## config.mk

```make
export PLATFORM = sky130hd
export DESIGN_NAME = dmem_lsu
export DESIGN_NICKNAME = d
export VERILOG_FILES = /design/src/rtl/dmem_lsu_pkg.sv /design/src/rtl/lsu_align.sv /design/src/rtl/dmem_lsu.sv
export SDC_FILE = /design/constraint.sdc
export NUM_CORES = 1
export LEC_CHECK = 0
export BUFFER_PORTS_ARGS = -buffer_cell sky130_fd_sc_hd__buf_2
export CAP_MARGIN = 5
export CORE_MARGIN = 4
export CORE_UTILIZATION = 35
export DETAILED_ROUTE_END_ITERATION = 10
export PLACE_DENSITY = 0.79
export SLEW_MARGIN = 20
export SYNTH_ARGS = -nofsm -noshare
export SYNTH_HDL_FRONTEND = slang
export SYNTH_SLANG_ARGS = --single-unit
```

## constraint.sdc

```tcl
create_clock -name clock -period 1.7 [get_ports clock]
set_input_delay 0.34 -clock clock [delete_from_list [all_inputs] [get_ports clock]]
set_output_delay 0.34 -clock clock [all_outputs]
set_load 0.02 [all_outputs]
```

## src/rtl/dmem_lsu_pkg.sv

```systemverilog
// Shared types for the data-memory load/store unit: access size encoding, FSM states, alignment helpers.
// Latency: n/a (types and pure functions only).
// Backpressure: n/a. The ACC1 state exists only when DMEM_LSU_MISALIGN_EN is defined.
package dmem_lsu_pkg;

  // Access size as carried on req_size; 2'b11 is the illegal encoding
  typedef enum logic [1:0] {
    SZ_BYTE = 2'b00,
    SZ_HALF = 2'b01,
    SZ_WORD = 2'b10
  } size_e;

  // Control states; ACC1 is the second beat of a split misaligned access
  typedef enum logic [1:0] {
    IDLE = 2'b00,
    ACC0 = 2'b01,
    ERR  = 2'b10
`ifdef DMEM_LSU_MISALIGN_EN
    , ACC1 = 2'b11
`endif
  } state_e;

  function automatic logic is_illegal(input logic [1:0] size);
    return size == 2'b11;
  endfunction

  // Half on an odd byte, or word off a word boundary, straddles two lanes groups
  function automatic logic is_misaligned(input logic [1:0] size, input logic [1:0] off);
    return ((size == SZ_HALF) && off[0]) || ((size == SZ_WORD) && (off != 2'b00));
  endfunction

endpackage

```

## src/rtl/lsu_align.sv

```systemverilog
// Lane steering for the LSU: store byte-enable/data placement and load extract/extension.
// Latency: purely combinational.
// Backpressure: none; outputs follow inputs.
module lsu_align
  import dmem_lsu_pkg::*;
(
  input  logic [1:0]  st_size,
  input  logic [1:0]  st_off,
  input  logic [31:0] st_wdata,
  output logic [7:0]  st_mask,
  output logic [63:0] st_data,
  input  logic [1:0]  ld_size,
  input  logic [1:0]  ld_off,
  input  logic        ld_unsigned,
  input  logic [63:0] ld_raw,
  output logic [31:0] ld_data
);

  logic [3:0]  base_mask;
  logic [31:0] ld_shift;
  logic        ext;

  // Store side: mask/data over two adjacent words so a straddling access can take the high half
  always_comb begin
    base_mask = 4'b1111;
    case (st_size)
      SZ_BYTE: base_mask = 4'b0001;
      SZ_HALF: base_mask = 4'b0011;
      default: base_mask = 4'b1111;
    endcase
    st_mask = {4'b0000, base_mask} << st_off;
    if (st_size == SZ_BYTE)
      st_data = {32'h0, {4{st_wdata[7:0]}}};
    else
      st_data = {32'h0, st_wdata} << {st_off, 3'b000};
  end

  // Load side: shift the addressed byte to lane 0, then truncate and extend
  always_comb begin
    ld_shift = 32'(ld_raw >> {ld_off, 3'b000});
    ext      = ~ld_unsigned;
    case (ld_size)
      SZ_BYTE: ld_data = {{24{ext & ld_shift[7]}}, ld_shift[7:0]};
      SZ_HALF: ld_data = {{16{ext & ld_shift[15]}}, ld_shift[15:0]};
      default: ld_data = ld_shift;
    endcase
  end

endmodule

```

## src/rtl/dmem_lsu.sv

```systemverilog
// Load/store unit: byte-addressed core requests onto a word-wide memory; DMEM_LSU_MISALIGN_EN enables split misaligned accesses.
// Latency: aligned response 1 cycle after acceptance; rejected access and split access respond 2 cycles after acceptance.
// Backpressure: req_ready is high only in IDLE, so a single access is in flight at any time.
module dmem_lsu
  import dmem_lsu_pkg::*;
#(
  parameter int ADDR_W = 12
) (
  input  logic              clock,
  input  logic              resetn,
  input  logic              req_valid,
  output logic              req_ready,
  input  logic [31:0]       req_addr,
  input  logic              req_we,
  input  logic [1:0]        req_size,
  input  logic              req_unsigned,
  input  logic [31:0]       req_wdata,
  output logic              resp_valid,
  output logic [31:0]       resp_rdata,
  output logic              resp_err,
  output logic [ADDR_W-1:0] mem_address,
  output logic [3:0]        mem_byteena,
  output logic [31:0]       mem_data,
  output logic              mem_enable,
  output logic              mem_wren,
  input  logic [31:0]       mem_q
);

  state_e      state_q, state_d;
  logic [1:0]  size_q, off_q;
  logic        uns_q, we_q, err_arm_q;
  logic        accept, reject;
  logic [1:0]  req_off;
  logic [1:0]  st_size, st_off;
  logic [31:0] st_wdata;
  logic [7:0]  st_mask;
  logic [63:0] st_data;
  logic [63:0] ld_raw;
  logic [31:0] ld_data;
  logic        unused_addr;

  assign req_off     = req_addr[1:0];
  assign req_ready   = resetn && (state_q == IDLE);
  assign accept      = req_ready && req_valid;
  assign unused_addr = ^req_addr[31:ADDR_W+2];

`ifdef DMEM_LSU_MISALIGN_EN
  logic              split, split_q;
  logic [ADDR_W-1:0] word_q;
  logic [31:0]       wdata_q, q0_q;

  assign split    = is_misaligned(req_size, req_off) && !is_illegal(req_size);
  assign reject   = is_illegal(req_size);
  // The second beat re-steers from the registered request, not the live port
  assign st_size  = (state_q == IDLE) ? req_size  : size_q;
  assign st_off   = (state_q == IDLE) ? req_off   : off_q;
  assign st_wdata = (state_q == IDLE) ? req_wdata : wdata_q;
  assign ld_raw   = (state_q == ACC1) ? {mem_q, q0_q} : {32'h0, mem_q};
`else
  logic unused_hi;

  assign reject    = is_illegal(req_size) || is_misaligned(req_size, req_off);
  assign st_size   = req_size;
  assign st_off    = req_off;
  assign st_wdata  = req_wdata;
  assign ld_raw    = {32'h0, mem_q};
  assign unused_hi = ^{st_mask[7:4], st_data[63:32]};
`endif

  lsu_align u_align (
    .st_size     (st_size),
    .st_off      (st_off),
    .st_wdata    (st_wdata),
    .st_mask     (st_mask),
    .st_data     (st_data),
    .ld_size     (size_q),
    .ld_off      (off_q),
    .ld_unsigned (uns_q),
    .ld_raw      (ld_raw),
    .ld_data     (ld_data)
  );

  // Memory strobes: first beat straight from the port on acceptance, second beat from registered fields
  always_comb begin
    mem_enable  = 1'b0;
    mem_wren    = 1'b0;
    mem_address = '0;
    mem_byteena = 4'b0000;
    mem_data    = 32'h0;
    if (accept && !reject) begin
      mem_enable  = 1'b1;
      mem_wren    = req_we;
      mem_address = req_addr[ADDR_W+1:2];
      mem_byteena = req_we ? st_mask[3:0] : 4'b1111;
      mem_data    = st_data[31:0];
    end
`ifdef DMEM_LSU_MISALIGN_EN
    if ((state_q == ACC0) && split_q) begin
      mem_enable  = 1'b1;
      mem_wren    = we_q;
      mem_address = word_q + 1'b1;
      mem_byteena = we_q ? st_mask[7:4] : 4'b1111;
      mem_data    = st_data[63:32];
    end
`endif
  end

  // Response pulse; stores and errors return zero data
  always_comb begin
    resp_valid = 1'b0;
    resp_err   = 1'b0;
    resp_rdata = 32'h0;
    case (state_q)
      ACC0: begin
`ifdef DMEM_LSU_MISALIGN_EN
        resp_valid = !split_q;
`else
        resp_valid = 1'b1;
`endif
        if (resp_valid && !we_q) resp_rdata = ld_data;
      end
`ifdef DMEM_LSU_MISALIGN_EN
      ACC1: begin
        resp_valid = 1'b1;
        if (!we_q) resp_rdata = ld_data;
      end
`endif
      ERR: begin
        resp_valid = err_arm_q;
        resp_err   = err_arm_q;
      end
      default: ;
    endcase
  end

  // Next-state: ERR holds one silent cycle before reporting
  always_comb begin
    state_d = state_q;
    case (state_q)
      IDLE: if (accept) state_d = reject ? ERR : ACC0;
`ifdef DMEM_LSU_MISALIGN_EN
      ACC0: state_d = split_q ? ACC1 : IDLE;
      ACC1: state_d = IDLE;
`else
      ACC0: state_d = IDLE;
`endif
      ERR:  if (err_arm_q) state_d = IDLE;
      default: state_d = IDLE;
    endcase
  end

  // State and captured request fields; reset aborts any access in flight
  always_ff @(posedge clock or negedge resetn) begin
    if (!resetn) begin
      state_q   <= IDLE;
      size_q    <= 2'b00;
      off_q     <= 2'b00;
      uns_q     <= 1'b0;
      we_q      <= 1'b0;
      err_arm_q <= 1'b0;
`ifdef DMEM_LSU_MISALIGN_EN
      split_q   <= 1'b0;
      word_q    <= '0;
      wdata_q   <= 32'h0;
      q0_q      <= 32'h0;
`endif
    end else begin
      state_q   <= state_d;
      err_arm_q <= (state_q == ERR) && !err_arm_q;
      if (accept) begin
        size_q <= req_size;
        off_q  <= req_off;
        uns_q  <= req_unsigned;
        we_q   <= req_we;
`ifdef DMEM_LSU_MISALIGN_EN
        split_q <= split;
        word_q  <= req_addr[ADDR_W+1:2];
        wdata_q <= req_wdata;
`endif
      end
`ifdef DMEM_LSU_MISALIGN_EN
      if (state_q == ACC0) q0_q <= mem_q;
`endif
    end
  end

endmodule

```

==> reports/qor_table.md <==
| Step | Quantity | This run |
|---|---|---|
| status | Run status | finished, violations left |
| status | Violated checks | negative setup slack |
| cts | Number of buffers inserted during clock tree synthesis | 3 |
| sta | Min Hold Slack | 79.02 ps |
| floorplan | Die ar. | 7251 um2 |
| floorplan | Placement Rows | 27 |
| detailed routing | Vias per cell | 6.169 |
| detailed routing | Detailed route wirelength on metal2 | 6.991 mm |
| detailed routing | Routed met1 length | 4.630 mm |
| cts | Number of levels in the clock H-tree | 1 |
| layout | Proportion of layout cells with a drive suffix above 1 | 0.7413 |
| synth | Post-Syn Instances | 303 |
| worst setup path | Master of the slowest instance on the critical path | dfrtp_1 |
| synth | Syn Area/Cell | 6.875 um2 |
| placement | Dpl hpwl | 7.325 mm |
| sta | Fin crit share | 1.332 |
| floorplan | Initial cell density of the core | 0.3693 |
| sta | Clk_skew | 2.127 ps |
| cts | Number of buffers inserted for hold repair after clock tree synthesis | 0 |
| sta | Max-Slew Margin vs Limit | 0.6756 |
| placement | Port-buffer cells | 169 |
| worst setup path | Type of the worst setup path | reg -> out |
| synth | Net count of the mapped netlist | 409 |
| grt | Via count of the first global-routing pass | 4021 |
| worst hold path | Min-Delay Path Class | in -> async |
| worst setup path | Worst EP required | 1360 ps |
| sta | Hold Violations, Final | 0 |
| cts | TritonCTS clock tree | done |
| synth | Share of the yosys chip area belonging to registers | 0.1081 |
| layout | Final-layout fill cell count | 233 |
| detailed routing | Violation count after the first detailed-route iteration | 411 |
| grt | Total overflow reported by the global router | 0 |
| sta | Final count of negative-setup-slack endpoints | 83 |
| sta | Final critical-path setup slack | -564.0 ps |
| synth | Number of synthesized register bits | 9 |
| job | Max Cap Violations | 0 |
| worst setup path | Type of element capturing the critical path | output pin |
| synth | Library cell with the highest instance count after synthesis | nor2_1 |
| power | Maximum ir drop on the vdd rail | 967.4 uV |
| detailed routing | Total length of routed met3 wires | 1.280 mm |
| grt | Initial antenna violation count | 0 |
| layout | Number of nets at the end of the flow | 652 |
| worst setup path | Worst-path cell chain | inv_2 > ha_4 > nand3_4 > or2_4 > buf_12 > a211oi_2 > buf_4 |
| floorplan | Core Footprint | 5642 um2 |
| floorplan | Num ports | 188 |
| synth | Ys Warns | 0 |
| cts | CTS sink cnt | 9 |
| synth | Post-synth top area share | 0.1081 |
| grt | GRT Total Usage | 0.3468 |
| power | Total power | 5.049 mW |
| layout | Antenna diodes | 0 |
| worst setup path | Worst path arrival time | 1920 ps |
| sta | Unrepaired setup endpoints after global routing | true |
| sta | Post-layout minimum cycle time | 2264 ps |
| worst setup path | Dominant delay contributor by cell family on the critical path | buffers and inverters |
| worst setup path | Buffers plus inverters on the worst setup path | 3 |
| detailed routing | First-pass detailed-route iteration total | 7 |
| detailed routing | Routed Antenna Nets | 0 |
| cts | Maximum clock insertion buffer count | 2 |
| detailed routing | Highest routing layer actually used | met4 |
| power | Cell area power density | 1016 nW/um2 |
| floorplan | Die Width | 85.15 um |
| grt | Maximum number of pins on one net before global-route repair | 19 |
| grt | Wire length of the first global-routing pass | 20.42 mm |
| sta | Fin. max-slew vios | 0 |
| cts | Root buf cell | clkbuf_8 |
| floorplan | Chip Height | 85.15 um |
| synth | Cell type contributing the most total cell area after synthesis | dfrtp_1 |
| detailed routing | Routed length per placed instance | 22.74 um |
| cts | Insertion delay of the later-clocked pin in the worst-skew pair | 240 ps |
| worst setup path | Setup crit start kind | flip-flop |
| layout | Multi-input combinational cell area | 2315 um2 |
| layout | Area grow syn2layout | 138.5% |
| synth | Commonest cells in the netlist | nor2_1, nand2_1, a211oi_1, and2_1, o21ai_0 |
| worst setup path | Slowest cell delay on critical path | 400 ps |
| cts | Clock-pin slew reported for the worst setup and hold paths after clock tree synthesis | 50 ps |
| synth | Number of different library cells in the post-synthesis netlist | 43 |
| power | Leakage power of the design | 2.326 nW |
| layout | Total area of sequential cells | 226.5 um2 |
| detailed routing | Wire length after detailed routing | 14.03 mm |
| worst setup path | Biggest fanout along the worst timing path | 6 |
| placement | RD Place Congestion | 0.8508 |
| synth | Largest cells by area after synthesis | dfrtp_1, a211oi_1, nor2_1, mux2i_1, nand2_1 |
| synth | Top FF cell, synth | dfrtp_1 |
| detailed routing | Vias after detailed routing | 3806 |
| sta | Max frequency | 441.7 MHz |
| sta | Worst Max-Slew Pin Slew | 481.5 ps |
| detailed routing | DR DRC count | 0 |
| synth | Proportion of synthesized flip-flops having asynchronous set or reset | 1.000 |
| synth | Combined area of all synthesized cells | 2083 um2 |
| synth | Number of synthesized flops with an enable pin | 0 |
final timing paths:
| check | start | to | slack [ps] | depth (start not counted) |
|---|---|---|---|---|
| setup / recovery | state_q[0]$_DFFE_PN0P_ | mem_data[31] | -560 | 7 |
| hold / removal | resetn | we_q$_DFFE_PN0P_ | 80 | 2 |
| setup reg to reg | state_q[0]$_DFFE_PN0P_ | state_q[0]$_DFFE_PN0P_ | 40 | 7 |
| hold reg to reg | err_arm_q$_DFF_PN0_ | err_arm_q$_DFF_PN0_ | 550 | 1 |
| max in group asynchronous | resetn | off_q[1]$_DFFE_PN0P_ | 1460 | 2 |
| min in group clock | req_unsigned | uns_q$_DFFE_PN0P_ | 340 | 2 |
per-layer routing:
metal  vias up  track usage
met3       136      0.07670
met1      1755       0.3681
li1       1572            -
met2       343       0.6088
met4         0       0.2317
met5         -            0
kinds of logic (layout without fill, tap and decap cells):
group / after synthesis / count (layout) / synth area share
AO/OA/AOI/OAI: 82 / 82 / 0.2817
XOR/XNOR: 1 / 1 / 0.004205
adder cells (fa/ha/maj): 3 / 3 / 0.01802
buffers and inverters: 32 / 274 / 0.09009
flip-flops: 9 / 9 / 0.1081
multiplexers: 31 / 31 / 0.1628
AND/OR/NAND/NOR: 145 / 145 / 0.3351
where the power goes:
group          total, mW  internal, mW  switching, mW
clock network      0.265         0.165          0.101
registers          0.459         0.322          0.137
logic               4.32          2.15           2.18
what timing repair did:
item / 4_1_cts / 5_1_grt
setup endpoints to repair: 83 / 85
pin swaps: 36 / 21
gates resized for setup: 220 / 45
gates cloned: 4 / 1
buffers inserted: 16 / 7
hold endpoints to repair: 0 / 0
layout by cell type (no fill, tap or decap), types with 11 or more instances in the layout:
master	netlist	routed
buf_2	12	86
nor2_1	49	22
buf_6	6	84
and2_4	0	22
o21ai_0	22	22
buf_12	0	11
nand2_1	44	21
buf_4	2	81
a211oi_1	27	14
nor2_4	0	27
mux2_2	13	12
mux2i_1	17	15
nand2_2	0	16
a211oi_2	3	13
registers in the layout (all words and copies together) (netlist names):
name / count
size_q: 2
off_q: 2
state_q: 2
err_arm_q: 1
uns_q: 1
we_q: 1
layout make-up:
class                   count  share of cell area
clock buffers               4            0.009066
inverters                   5            0.006296
multi-input cells         262              0.4659
flip-flops and latches      9             0.04558
well taps                  72             0.01813
repair buffers            264              0.4518
repair inverters            1            0.003274
metrics by stage:
stage / cell area, um2 / utilization / setup slack [ps] / std cells / TNS, ps
floorplan: 2480 / - / -149.3 / 303 / -4231
global placement: 3805 / 0.6744 / -375.3 / 591 / -17780
detailed placement: 3805 / 0.6744 / -494.4 / 591 / -20720
CTS: 4847 / 0.8592 / -466.7 / 614 / -27600
global route: 4969 / 0.8807 / -628.9 / 617 / -39210
finish: 4969 / 0.8807 / -564.0 / 617 / -34850
Note: power is estimated with default switching activity, not from simulation.
